`config.mk`:
```
export PLATFORM = sky130hd
export DESIGN_NAME = alu_cmd_driver
export DESIGN_NICKNAME = d
export VERILOG_FILES = /design/src/rtl/alu_pkg.sv /design/src/rtl/alu_cmd_fifo.sv /design/src/rtl/alu_cmd_driver.sv
export SDC_FILE = /design/constraint.sdc
export NUM_CORES = 1
export LEC_CHECK = 0
export CAP_MARGIN = 20
export CORE_UTILIZATION = 30
export CTS_CLUSTER_DIAMETER = 80
export DETAILED_ROUTE_END_ITERATION = 16
export PLACE_DENSITY = 0.57
export SYNTH_ARGS = -nofsm -noshare
export SYNTH_HDL_FRONTEND = slang
export SYNTH_SLANG_ARGS = --single-unit
```
`constraint.sdc`:
```
create_clock -name clk -period 2.5 [get_ports clk]
set_input_delay 0.25 -clock clk [delete_from_list [all_inputs] [get_ports clk]]
set_output_delay 0.25 -clock clk [all_outputs]
set_load 0.01 [all_outputs]
```
`src/rtl/alu_pkg.sv`:
```
// Shared definitions for the ALU command driver: op codes, FSM encoding,
// the packed command record and the calculator's divide-by-zero result.
package alu_pkg;

    localparam logic [3:0] OP_ADD = 4'h0;
    localparam logic [3:0] OP_SUB = 4'h1;
    localparam logic [3:0] OP_MUL = 4'h2;
    localparam logic [3:0] OP_DIV = 4'h3;
    localparam logic [3:0] OP_MOD = 4'h4;
    localparam logic [3:0] OP_AND = 4'h5;
    localparam logic [3:0] OP_OR  = 4'h6;
    localparam logic [3:0] OP_XOR = 4'h7;
    localparam logic [3:0] OP_SLL = 4'h8;
    localparam logic [3:0] OP_SRL = 4'h9;
    localparam logic [3:0] OP_SRA = 4'hA;
    localparam logic [3:0] OP_MAX = 4'hA;

    localparam logic [1:0] ST_IDLE_ENC  = 2'd0;
    localparam logic [1:0] ST_ISSUE_ENC = 2'd1;
    localparam logic [1:0] ST_WAIT_ENC  = 2'd2;
    localparam logic [1:0] ST_RESP_ENC  = 2'd3;

    typedef enum logic [1:0] {
        ST_IDLE  = ST_IDLE_ENC,
        ST_ISSUE = ST_ISSUE_ENC,
        ST_WAIT  = ST_WAIT_ENC,
        ST_RESP  = ST_RESP_ENC
    } state_e;

    localparam logic [31:0] DIV0_RESULT = 32'h0000_FFFF;

    typedef struct packed {
        logic [15:0] a;
        logic [15:0] b;
        logic [3:0]  op;
    } cmd_t;

    function automatic logic op_is_legal(input logic [3:0] op);
        return op <= OP_MAX;
    endfunction

endpackage

```
`src/rtl/alu_cmd_fifo.sv`:
```
// Synchronous command FIFO; an extra pointer bit distinguishes full from empty.
module alu_cmd_fifo
    import alu_pkg::*;
#(
    parameter int DEPTH = 4
) (
    input  logic clk,
    input  logic reset,
    input  logic push_i,
    input  logic pop_i,
    input  cmd_t wdata_i,
    output cmd_t rdata_o,
    output logic full_o,
    output logic empty_o
);

    localparam int AW = $clog2(DEPTH);
    localparam logic [AW:0] PTR_ONE = {{AW{1'b0}}, 1'b1};

    cmd_t mem_q [DEPTH];
    logic [AW:0] wr_q, wr_d;
    logic [AW:0] rd_q, rd_d;
    logic do_push, do_pop;

    assign empty_o = (wr_q == rd_q);
    assign full_o  = (wr_q[AW] != rd_q[AW]) && (wr_q[AW-1:0] == rd_q[AW-1:0]);
    assign rdata_o = mem_q[rd_q[AW-1:0]];

    assign do_push = push_i && !full_o;
    assign do_pop  = pop_i && !empty_o;
    assign wr_d    = do_push ? wr_q + PTR_ONE : wr_q;
    assign rd_d    = do_pop  ? rd_q + PTR_ONE : rd_q;

    always_ff @(posedge clk or posedge reset) begin
        if (reset) begin
            wr_q <= '0;
            rd_q <= '0;
        end else begin
            wr_q <= wr_d;
            rd_q <= rd_d;
        end
    end

    // Storage needs no reset: an entry is only read after it has been written.
    always_ff @(posedge clk) begin
        if (do_push) begin
            mem_q[wr_q[AW-1:0]] <= wdata_i;
        end
    end

endmodule

```
`src/rtl/alu_cmd_driver.sv`:
```
// Initiator side of the calculator start/done handshake: buffers commands,
// issues them one at a time and returns result, tag and error on a response stream.
module alu_cmd_driver
    import alu_pkg::*;
#(
    parameter int FIFO_DEPTH = 4,
    parameter int TIMEOUT    = 16,
    parameter int TAG_W      = 4
) (
    input  logic             clk,
    input  logic             reset,
    input  logic             cmd_valid,
    output logic             cmd_ready,
    input  logic [15:0]      cmd_a,
    input  logic [15:0]      cmd_b,
    input  logic [3:0]       cmd_op,
    output logic             cal_start,
    output logic [15:0]      cal_a,
    output logic [15:0]      cal_b,
    output logic [3:0]       cal_op,
    input  logic [31:0]      cal_result,
    input  logic             cal_done,
    output logic             rsp_valid,
    input  logic             rsp_ready,
    output logic [31:0]      rsp_result,
    output logic [TAG_W-1:0] rsp_tag,
    output logic             rsp_err,
    output logic             busy
);

    localparam int CNT_W = $clog2(TIMEOUT + 1);
    localparam logic [CNT_W-1:0] TMO_LAST = CNT_W'(TIMEOUT - 1);

    state_e state_q, state_d;

    logic fifo_push, fifo_pop, fifo_full, fifo_empty;
    cmd_t fifo_wdata, fifo_rdata;

    logic [15:0]      cal_a_q, cal_a_d;
    logic [15:0]      cal_b_q, cal_b_d;
    logic [3:0]       cal_op_q, cal_op_d;
    logic [TAG_W-1:0] tag_q, tag_d;
    logic [TAG_W-1:0] tag_cnt_q, tag_cnt_d;
    logic [CNT_W-1:0] tmo_q, tmo_d;
    logic [31:0]      result_q, result_d;
    logic             err_q, err_d;

    assign fifo_wdata = {cmd_a, cmd_b, cmd_op};
    assign fifo_push  = cmd_valid && !fifo_full;
    assign cmd_ready  = !fifo_full;

    alu_cmd_fifo #(
        .DEPTH (FIFO_DEPTH)
    ) u_fifo (
        .clk     (clk),
        .reset   (reset),
        .push_i  (fifo_push),
        .pop_i   (fifo_pop),
        .wdata_i (fifo_wdata),
        .rdata_o (fifo_rdata),
        .full_o  (fifo_full),
        .empty_o (fifo_empty)
    );

    always_ff @(posedge clk or posedge reset) begin
        if (reset) begin
            state_q <= ST_IDLE;
        end else begin
            state_q <= state_d;
        end
    end

    always_comb begin
        state_d = state_q;
        unique case (state_q)
            ST_IDLE:  if (!fifo_empty) state_d = op_is_legal(fifo_rdata.op) ? ST_ISSUE : ST_RESP;
            ST_ISSUE: state_d = ST_WAIT;
            ST_WAIT:  if (cal_done || tmo_q == TMO_LAST) state_d = ST_RESP;
            ST_RESP:  if (rsp_ready) state_d = ST_IDLE;
            default:  state_d = ST_IDLE;
        endcase
    end

    // Outputs plus datapath next-state; done wins over a simultaneous timeout.
    always_comb begin
        cal_start = (state_q == ST_ISSUE);
        rsp_valid = (state_q == ST_RESP);
        busy      = (state_q != ST_IDLE) || !fifo_empty;
        fifo_pop  = 1'b0;
        cal_a_d   = cal_a_q;
        cal_b_d   = cal_b_q;
        cal_op_d  = cal_op_q;
        tag_d     = tag_q;
        tag_cnt_d = tag_cnt_q;
        tmo_d     = tmo_q;
        result_d  = result_q;
        err_d     = err_q;
        unique case (state_q)
            ST_IDLE: begin
                if (!fifo_empty) begin
                    fifo_pop  = 1'b1;
                    cal_a_d   = fifo_rdata.a;
                    cal_b_d   = fifo_rdata.b;
                    cal_op_d  = fifo_rdata.op;
                    tag_d     = tag_cnt_q;
                    tag_cnt_d = tag_cnt_q + 1'b1;
                    if (!op_is_legal(fifo_rdata.op)) begin
                        result_d = '0;
                        err_d    = 1'b1;
                    end
                end
            end
            ST_ISSUE: tmo_d = '0;
            ST_WAIT: begin
                if (cal_done) begin
                    result_d = cal_result;
                    err_d    = 1'b0;
                end else begin
                    tmo_d = tmo_q + 1'b1;
                    if (tmo_q == TMO_LAST) begin
                        result_d = '0;
                        err_d    = 1'b1;
                    end
                end
            end
            default: ;
        endcase
    end

    always_ff @(posedge clk or posedge reset) begin
        if (reset) begin
            cal_a_q   <= '0;
            cal_b_q   <= '0;
            cal_op_q  <= '0;
            tag_q     <= '0;
            tag_cnt_q <= '0;
            tmo_q     <= '0;
            result_q  <= '0;
            err_q     <= 1'b0;
        end else begin
            cal_a_q   <= cal_a_d;
            cal_b_q   <= cal_b_d;
            cal_op_q  <= cal_op_d;
            tag_q     <= tag_d;
            tag_cnt_q <= tag_cnt_d;
            tmo_q     <= tmo_d;
            result_q  <= result_d;
            err_q     <= err_d;
        end
    end

    assign cal_a      = cal_a_q;
    assign cal_b      = cal_b_q;
    assign cal_op     = cal_op_q;
    assign rsp_result = result_q;
    assign rsp_tag    = tag_q;
    assign rsp_err    = err_q;

endmodule
```
==> summary.md <==
The hold violation count in the final report was 0; the power per cell area was 1280 nW/um^2. The final estimated routing congestion in global placement was 0.744; the number of primary I/O pins was 150. Ranked by total cell area, the synthesized netlist is headed by edfxtp_1 48%, dfrtp_1 25%, mux4_2 8.6%, mux2_2 4.0%, a22o_1 3.2%. The synthesized design contains 144 enable-type register cells. The total global routing track utilization was 0.127.

The maximum fanout count along the critical path was 3; the wire length of the first global-routing pass was 29.9 mm. By startpoint and endpoint, the worst setup path is classified as register to output port. For the worst flop-to-flop path, the logic depth is 5.

For the leakage power of the design, the log shows 4.36 nW. Number of synthesized register bits: 234. For the final routed database, the setup TNS stands at 0 ns. The proportion of synthesized flip-flops having asynchronous set or reset was 0.385. The worst register-to-register path ends at rsp_result[12]. Setup slack on the worst reg-to-reg path comes out at 0.32 ns. Across the VDD grid, the largest voltage drop is 0.566 mV. The post-cts resize count was 0; the final number of setup-violating endpoints was 0.

The share of power burned in registers was 0.391; the switching portion of total power was 0.305. The clock root buffer is clkbuf_16. The power share of the combinational group is 0.358.

The first TritonRoute pass finished after 6 iterations. The clock input transition at the sequential cells of the worst setup and hold paths works out to 0.06 ns. For this block, the via count after detailed routing is 4,819. Internal power comes to 10.5 mW. For this block, the routed nets add up to 19.2 mm of wire.

Highest clock rate: 418 MHz. Placeable core region: 29,000 sq um. The relative max-transition margin is 0.634, and the final net count is 725. The layout has 2,638 filler cells.

The run gives 1 as the depth of the CTS H-tree. For the combined area of all synthesized cells, the log shows 8930 sq um. After clock tree synthesis, the flow added hold-fix buffers numbering 0. The share of the clock period used by the worst path after layout was 0.957; the slew at the pin closest to its max-slew limit was 0.550 ns. After layout, the design draws a total of 15.2 mW. The total half-perimeter wirelength after legalization and detailed placement is 11.6 mm. The number of cells produced by synthesis was 470.

The tools report the initial core utilization as 0.308. Pin count of the biggest net entering global routing: 91. For this block, the initial DRC count from the detailed router was 274. The shortest period the worst path allows was 2.39 ns. The number of slew-limit violations in the final report came out at 0. The CTS sink count came out at 234. Kind of start point of the critical path: a register. The tools report the post-synthesis sequential area ratio as 0.737.

Setup repair after global routing left no endpoint under its margin. The start point of the critical path was u_fifo.rd_q[2]. In this run, distinct cell masters in the synthesized netlist total 37. Critical path required time: 2.25 ns.

The share of the synthesized area in the top cell type is 0.484, and the worst clock skew is 0.0301 ns. The type of destination of the critical path is an output port. TritonCTS built the clock tree. Following the worst setup path forward leads to its endpoint at busy. The floorplan step defined a die boundary enclosing 30,500 sq um. The DRC violations left is 0. The number of synthesis warnings was 0. In this run the critical register-to-register path is launched from u_fifo.rd_q[0]. The average instance in the mapped netlist occupies 19.0 sq um. The via count of the first global-routing pass is 5,240, and the chip height is 175 um.

For the worst setup path, the data arrival time is 2.14 ns. The clock network fraction of total power was 0.251; the maximum clock path buffer count was 3. The dominant cell type by area after synthesis is edfxtp_1.

Port buffering added 149 buffers. For this design the total switching power over the nets is 4.63 mW. The source-to-sink clock delay at the later pin of the worst-skew pair is 0.55 ns.

The flow ran to the end, and the final reports show no timing, DRC or antenna violations. The number of antenna violations at the first check in global routing was 2; the wire length per cell after detailed routing was 18.4 um. Across the whole layout, storage elements account for 6580 sq um. The path class of the tightest hold or removal check is primary input to asynchronous set/reset pin. In this run the core area contains 62 standard-cell rows. After global routing the overflow that remains totals 0.

The synthesized net count came out at 556. The fraction of final layout cells with drive strength greater than 1 was 0.199. The number of nets with antenna violations after detailed routing is 0, and the area used by multi-input combinational logic is 2220 sq um. The dominant synthesized flop cell was edfxtp_1. Across the run, the number of max-cap violations was 0. In this run the post-CTS setup repair buffer count came out at 0.

Horizontal extent of the die: 175 um. In the routed layout, each cell is associated on average with a via count of 4.61. TritonCTS created 26 clock buffers. The area added between synthesis and finish was 32.9%.
==> metrics by stage <==
step | worst slack [ns] | instances | hold slack, ns | util | cell area (sq um)
floorplan | 0.133 | 470 | 0.349 | - | 8930
global placement | 0.410 | 995 | 0.460 | 0.378 | 11000
detailed placement | 0.350 | 995 | 0.465 | 0.378 | 11000
CTS | 0.0269 | 1043 | 0.230 | 0.408 | 11800
global route | 0.000569 | 1043 | 0.281 | 0.409 | 11900
finish | 0.107 | 1045 | 0.246 | 0.409 | 11900
==> cell usage in the layout (no fill, tap or decap), types with 3 or more instances in the layout <==
cell type and instances:
xor2_1 4, clkbuf_16 26, mux4_2 34, mux2_2 32, bufinv_16 3, clkbuf_1 5
ha_1 13, a22o_1 33, xnor2_1 7, clkinv_2 5, inv_1 9, nor2_1 5
o21ai_0 7, buf_4 5, buf_12 7, nand2_1 37, and2_2 4, a21oi_1 4
clkinv_1 4, edfxtp_1 144, dfrtp_1 88, clkdlybuf4s50_1 149
==> cell type report <==
class,instances,area share
Tap cell,384,0.0405
Inverter,10,0.00348
Multi-Input combinational cell,206,0.187
Antenna cell,2,0.000422
Clock buffer,33,0.0587
Clock inverter,15,0.0150
Timing Repair Buffer,161,0.141
Sequential cell,234,0.554
==> metal layers <==
layer / vias up / global-route usage / wire length [um]
li1: 2160 / - / -
met1: 2470 / 0.161 / 7920
met2: 157 / 0.209 / 9290
met3: 32 / 0.0370 / 1540
met4: 0 / 0.0373 / 431
met5: - / 0 / 0
==> cells by family (layout without fill, tap and decap cells) <==
kind of cell               Yosys count  in the layout  synth area share
DFF                                234            234             0.737
other                                0              2                 0
xor gates and xnor gates            13             13            0.0128
adders and majority gates           13             13            0.0182
AOI/OAI and AO/OA                   54             54            0.0497
muxes                               70             70             0.134
buffers and inverters               30            219            0.0189
and+or+nand+nor                     56             56            0.0296
==> state kept, by name, summed over array words and instances, names as in the netlist <==
| signal | count |
|---|---|
| rsp_result | 32 |
| u_fifo.mem_q | 144 |
| u_fifo.rd_q | 3 |
| cal_op | 4 |
| tag_cnt_q | 4 |
| u_fifo.wr_q | 3 |
| state_q | 2 |
| rsp_tag | 4 |
| tmo_q | 5 |
| cal_a | 16 |
| rsp_err | 1 |
| cal_b | 16 |
==> critical path: stages (launching register included) <==
cell             delay (ns)
dfrtp_1                0.42
xnor2_1                0.38
nand4_1                0.27
clkdlybuf4s50_1        0.55
==> how the worst min path moves through the flow <==
stage | end | slack [ns] | cells after the start
global route | cal_b[7] | 0.28 | 3
floorplan | u_fifo.mem_q[0][0] | 0.35 | 0
CTS | cal_b[2] | 0.23 | 3
finish | cal_a[12] | 0.25 | 3
detailed placement | rsp_tag[2] | 0.46 | 2
global placement | tag_cnt_q[3] | 0.46 | 1
==> cell usage after synthesis (4+ instances only) <==
cell	count
buf_4	4
inv_1	10
o21ai_0	7
xor2_1	4
mux2_2	32
xnor2_1	9
buf_6	4
a21oi_1	4
edfxtp_1	144
nand2_1	37
dfrtp_1	90
nor2_1	5
mux4_2	34
buf_2	6
a22o_1	33
ha_1	13
and2_1	4
clkbuf_1	5
==> power by group through the flow <==
stage | Sequential, mW | Clock (mW) | Combinational, mW
2_1_floorplan | 6.10 | 0 | 3.08
3_3_place_gp | 5.96 | 0 | 5.37
3_5_place_dp | 6.02 | 0 | 5.51
4_1_cts | 5.96 | 3.94 | 5.54
5_1_grt | 6.08 | 4.08 | 5.89
6_report | 5.94 | 3.81 | 5.43
Note: power is estimated with default switching activity, not from simulation.
==> RTL change 1 (same flow settings) <==
Put one more register stage on the output `rsp_err`, with the module's reset. The value now appears one clock later. The other outputs are not delayed to match.
--- a/src/rtl/alu_cmd_driver.sv
+++ b/src/rtl/alu_cmd_driver.sv
@@ -155,5 +155,11 @@
     assign rsp_result = result_q;
     assign rsp_tag    = tag_q;
-    assign rsp_err    = err_q;
+    always_ff @(posedge clk or posedge reset) begin
+        if (reset) begin
+            rsp_err <= '0;
+        end else begin
+            rsp_err <= err_q;
+        end
+    end
 
 endmodule
Formal check against the unedited RTL: not equivalent (a bounded check fails within 4 cycles, from zero or initial values and one cycle with reset high).
==> RTL change 1 against the unedited design <==
- sequential cell count increased by 1
- utilization increased by 0.40 points
- wire length decreased by 2.1%
- final cell count increased by 0.19%
- sequential share of layout area decreased by 0.31 points
- cell area increased by 0.98%
- count of clock-buffer cells in the layout decreased by 2
- worst setup slack improved by 0.0064 ns
- critical path depth unchanged
- total power increased by 2.1%
- synthesized area increased by 0.28%
- critical endpoint is now cmd_ready
- largest cell class unchanged
==> RTL change 1: results (changes against the unedited design) <==
** STA
- Largest clock skew in the final design :: 0.01504 ns (was 0.03012 ns)
- Slew @ Worst Pin :: 0.4324 ns (was 0.5495 ns)

** Setup path
- The end of the critical path is cmd_ready (was busy).
- The cell with the largest stage delay on the worst path is sky130_fd_sc_hd__dfrtp_4 (was sky130_fd_sc_hd__clkdlybuf4s50_1).
- The cell type group with the largest total delay on the critical path is flip-flops (was buffers and inverters).
- Largest incremental delay on the critical path :: 0.59 ns (was 0.55 ns)
- CP max FO :: 14 (was 3)
- Flop2flop setup slack :: 0.28 ns (was 0.32 ns)

** Synth
- The synthesized-area fraction occupied by ao, oa, aoi and oai cells was 4.961% (was 4.975%).
- Most used standard cells in the synthesized netlist :: sky130_fd_sc_hd__edfxtp_1 (144), sky130_fd_sc_hd__dfrtp_1 (91), sky130_fd_sc_hd__nand2_1 (37) (was sky130_fd_sc_hd__edfxtp_1 (144), sky130_fd_sc_hd__dfrtp_1 (90), sky130_fd_sc_hd__nand2_1 (37))
- Multiplexer area fraction after synthesis :: 13.39% (was 13.42%)
- Fraction of the mapped netlist area in adder cells :: 1.817% (was 1.822%)
- The net count after synthesis came to 557 (was 556).

** Drt
- Detailed router's first-iteration violation count :: 313 (was 274)
- The average wire per cell in the routed design came to 17.93 µm (was 18.36 µm).
- Vias :: 4,837 (was 4,819)
- First-pass iteration count of the detailed router :: 4 (was 6)

** Final layout
- The fraction of final layout cells sized beyond drive strength 1 is 21.42% (was 19.88%).
- The count of nets after finishing is 730 (was 725).
- Post-route standard cell area excluding fillers :: 11,980 µm² (was 11,870 µm²)
- Filler cell count in the final layout :: 2,618 (was 2,638)
- The number of antenna cells inserted was 0 (was 2).

** Run status
- Status :: finished, final reports clean (unchanged)

** Global routing
- The via count of the first global-routing pass came to 5,281 (was 5,240).
- Tot GR Track Use :: 12.55% (was 12.66%)
- The wire length of the first global-routing pass came to 29,770 µm (was 29,860 µm).

** Placed design
- Final estimated routing congestion in global placement :: 0.7584 (was 0.7436)
- Post-Place Cell Area :: 11,030 µm² (was 10,970 µm²)

** Clocking
- The latest clock arrival within the worst-skew pair is 0.53 ns (was 0.55 ns).
- TritonCTS Buffers :: 25 (was 26)

** Pwr
- The maximum ir drop on the vdd rail is 728.6 µV (was 565.6 µV).
- Sw Ratio :: 30.01% (was 30.53%)
-- RTL change 1: cell types whose count changed after synthesis --
cell	change
sky130_fd_sc_hd__dfrtp_1	+1
-- RTL change 1: how the worst min path moves through the flow --
stage              start  slack [ns]  cells past startpoint                 end
3_5_place_dp       err_q        0.36                      0             rsp_err
3_3_place_gp       err_q        0.36                      0             rsp_err
4_1_cts            reset        0.16                      3            cal_b[8]
2_1_floorplan  cmd_op[0]        0.35                      0  u_fifo.mem_q[0][0]
5_1_grt            reset        0.17                      3            cal_b[8]
6_report           reset        0.16                      3            cal_b[8]
-- RTL change 1: cell families (layout without fill, tap and decap cells) --
family | after synthesis | count (layout)
buf+inv | 30 | 222
xor+xnor | 13 | 13
compound gates | 54 | 54
mux | 70 | 70
flops | 235 | 235
fa+ha+maj | 13 | 13
simple gates | 56 | 56
-- RTL change 1: cell type report --
cell class / instances / share of cell area, %
clock buffers: 31 / 5.910
clock inverters: 15 / 1.869
inverters: 10 / 0.3446
multi-input cells: 206 / 18.50
flip-flops and latches: 235 / 55.13
well taps: 384 / 4.010
repair buffers: 166 / 14.23
-- RTL change 1: tightest hold or removal path: cells and delay by family --
family                 cells  cell delay [ns]
buffers and inverters      3             0.84
-- RTL change 1: power groups by stage --
| stage | sequential [mW] | combinational (mW) | clock [mW] |
|---|---|---|---|
| finish | 5.97 | 5.46 | 4.07 |
| global placement | 5.99 | 5.43 | 0 |
| CTS | 5.99 | 5.59 | 4.19 |
| floorplan | 6.13 | 3.08 | 0 |
| detailed placement | 6.04 | 5.54 | 0 |
| global route | 6.12 | 5.94 | 4.34 |
-- RTL change 1: what timing repair did --
action                                  CTS  global route
setup buffers                             1             0
endpoints found under the setup margin    2             0
gates resized for setup                   4             0
-- RTL change 1: layer usage --
| metal | vias to the layer above | share of wire (%) | track usage [%] |
|---|---|---|---|
| met3 | 31 | 5.6 | 2.959 |
| met2 | 140 | 47 | 20.55 |
| met5 | - | 0 | 0 |
| li1 | 2181 | - | - |
| met1 | 2485 | 45 | 16.55 |
| met4 | 0 | 2.4 | 3.696 |
-- RTL change 1: through the flow --
step                      util [%]  worst slack, ns  hold WS [ns]  power, mW  cells
after global placement       38.01           0.3604        0.3620      11.42   1000
after detailed placement     38.01           0.2921        0.3623      11.58   1000
after CTS                    41.30          0.06715        0.1569      15.77   1047
after floorplan                  -           0.1333        0.3489      9.202    471
after global routing         41.30         0.009283        0.1699      16.40   1047
final                        41.30           0.1130        0.1605      15.50   1047
==> RTL change 2 (same flow settings) <==
Made on the original files. `FIFO_DEPTH`: 4 -> 2.
--- a/src/rtl/alu_cmd_driver.sv
+++ b/src/rtl/alu_cmd_driver.sv
@@ -4,5 +4,5 @@
     import alu_pkg::*;
 #(
-    parameter int FIFO_DEPTH = 4,
+    parameter int FIFO_DEPTH = 2,
     parameter int TIMEOUT    = 16,
     parameter int TAG_W      = 4
Behaviour: not the same (a bounded check fails within 4 cycles, from zero or initial values and one cycle with reset high).
==> RTL change 2 against the unedited design <==
- largest power group unchanged
- synthesized area shrank 32%
- synthesized cell count shrank 12%
- total power shrank 28%
- wire length shrank 31%
- worst setup slack gained 0.10 ns
- sequential cell count shrank 74
- cell area shrank 28%
- global-route usage grew 0.58 points
==> RTL change 2: results (changes against the unedited design) <==
** Run status
- Status: finished, final reports clean (unchanged).

** Synth
- Most common flop cell mapped by yosys :: sky130_fd_sc_hd__dfrtp_1 (was sky130_fd_sc_hd__edfxtp_1)
- The synthesized-area fraction occupied by ao, oa, aoi and oai cells was 10.38% (was 4.975%).
- The post-synthesis async set-or-reset flop share is 55.00% (was 38.46%).
- Synthesized instance count :: 413 (was 470)
- Main area contributors after synthesis: sky130_fd_sc_hd__dfrtp_1 (36%), sky130_fd_sc_hd__edfxtp_1 (36%), sky130_fd_sc_hd__mux2i_1 (6.5%) (was sky130_fd_sc_hd__edfxtp_1 (48%), sky130_fd_sc_hd__dfrtp_1 (25%), sky130_fd_sc_hd__mux4_2 (8.6%)).
- The post-synthesis xor/xnor area fraction is 1.593% (was 1.275%).
- The number of synthesized flops with an enable pin came to 72 (was 144).

** Final layout
- Fraction of final layout cells with drive strength greater than 1 :: 8.904% (was 19.88%)
- Non-filler instance count after layout :: 849 (was 1,045)
- Area used by sequential logic in the layout :: 4365 µm² (was 6579 µm²)

** Clocking
- The latest clock arrival within the worst-skew pair was 0.42 ns (was 0.55 ns).
- Worst-case clock buffer depth :: 2 (was 3)
- The number of levels the H-tree was split into is 4 (was 1).

** STA
- The peak clock frequency supported by timing is 436.3 MHz (was 417.8 MHz).
- Normalized max-slew margin :: 36.32% (was 63.37%)
- Largest clock skew in the final design :: 0.005971 ns (was 0.03012 ns)

** Drt
- Routed via count divided by cell count :: 4.574 (was 4.611)
- First-pass iteration count of the detailed router :: 4 (was 6)
- Detailed router's first-iteration violation count :: 127 (was 274)

** Placed design
- Post-Place Cell Area :: 7916 µm² (was 10,970 µm²)
- Final estimated routing congestion in global placement :: 0.7334 (was 0.7436)
- Estimated wirelength of the detail-placed design :: 9021 µm (was 11,610 µm)
- Inst Count DP :: 817 (was 995)

** Setup path
- The worst reg2reg path startpoint is tmo_q[0] (was u_fifo.rd_q[0]).
- The worst-case register-to-register setup slack is 0.26 ns (was 0.32 ns).
- Largest incremental delay on the critical path :: 0.51 ns (was 0.55 ns)
- The endpoint of the most critical register-to-register path is rsp_result[21] (was rsp_result[12]).
- The data arrival time at the worst-slack endpoint was 2.04 ns (was 2.14 ns).

** Global routing
- The via count of the first global-routing pass came to 3,989 (was 5,240).
- Global-route wire length before repair :: 20,580 µm (was 29,860 µm)
- Tot GR Track Use :: 13.24% (was 12.66%)
- The initial antenna violation count is 1 (was 2).

** Pwr
- Leakage power of the design :: 3.392 nW (was 4.364 nW)
RTL change 2: changes by cell type after synthesis, sizes merged, moves of 32 or more:
cell	unedited run	this run
edfxtp	144	72
mux2i	2	39
mux4	36	0
o21ai	7	42
a22o	33	1
a32o	0	32
mux2	32	0
RTL change 2: worst max path at each step:
stage,startpoint,endpoint
detailed placement,cmd_valid,u_fifo.mem_q[0][24]
CTS,u_fifo.rd_q[0],busy
global placement,tmo_q[0],rsp_result[15]
finish,u_fifo.rd_q[0],busy
floorplan,u_fifo.rd_q[0],u_fifo.mem_q[0][0]
global route,u_fifo.rd_q[0],busy
RTL change 2: power breakdown:
group | internal, mW | leakage (nW) | switching (mW)
clock network | 1.42 | 0.280 | 1.07
logic | 2.03 | 1.33 | 2.17
registers | 3.82 | 1.78 | 0.452
RTL change 2: layer usage:
metal	vias up	GRT usage (%)	part of all wire, %
met5	-	0	0.098
met4	2	4.087	1.0
met3	15	5.795	10
met2	171	21.36	46
met1	1862	15.85	42
li1	1833	-	-
RTL change 2: cells by family (layout without fill, tap and decap cells):
group / count (synthesis) / after routing
adders and majority gates: 8 / 8
muxes: 39 / 39
AOI/OAI and AO/OA: 87 / 87
buffers and inverters: 32 / 203
xor gates and xnor gates: 11 / 11
DFF: 160 / 160
and+or+nand+nor: 76 / 76
RTL change 2: layout make-up:
class                           count  share of cell area [%]
Timing Repair Buffer              162                   19.16
Clock inverter                     13                   1.533
Inverter                            9                  0.4422
Clock buffer                       19                   5.217
Sequential cell                   160                   51.42
Multi-Input combinational cell    221                   18.32
Tap cell                          265                   3.906
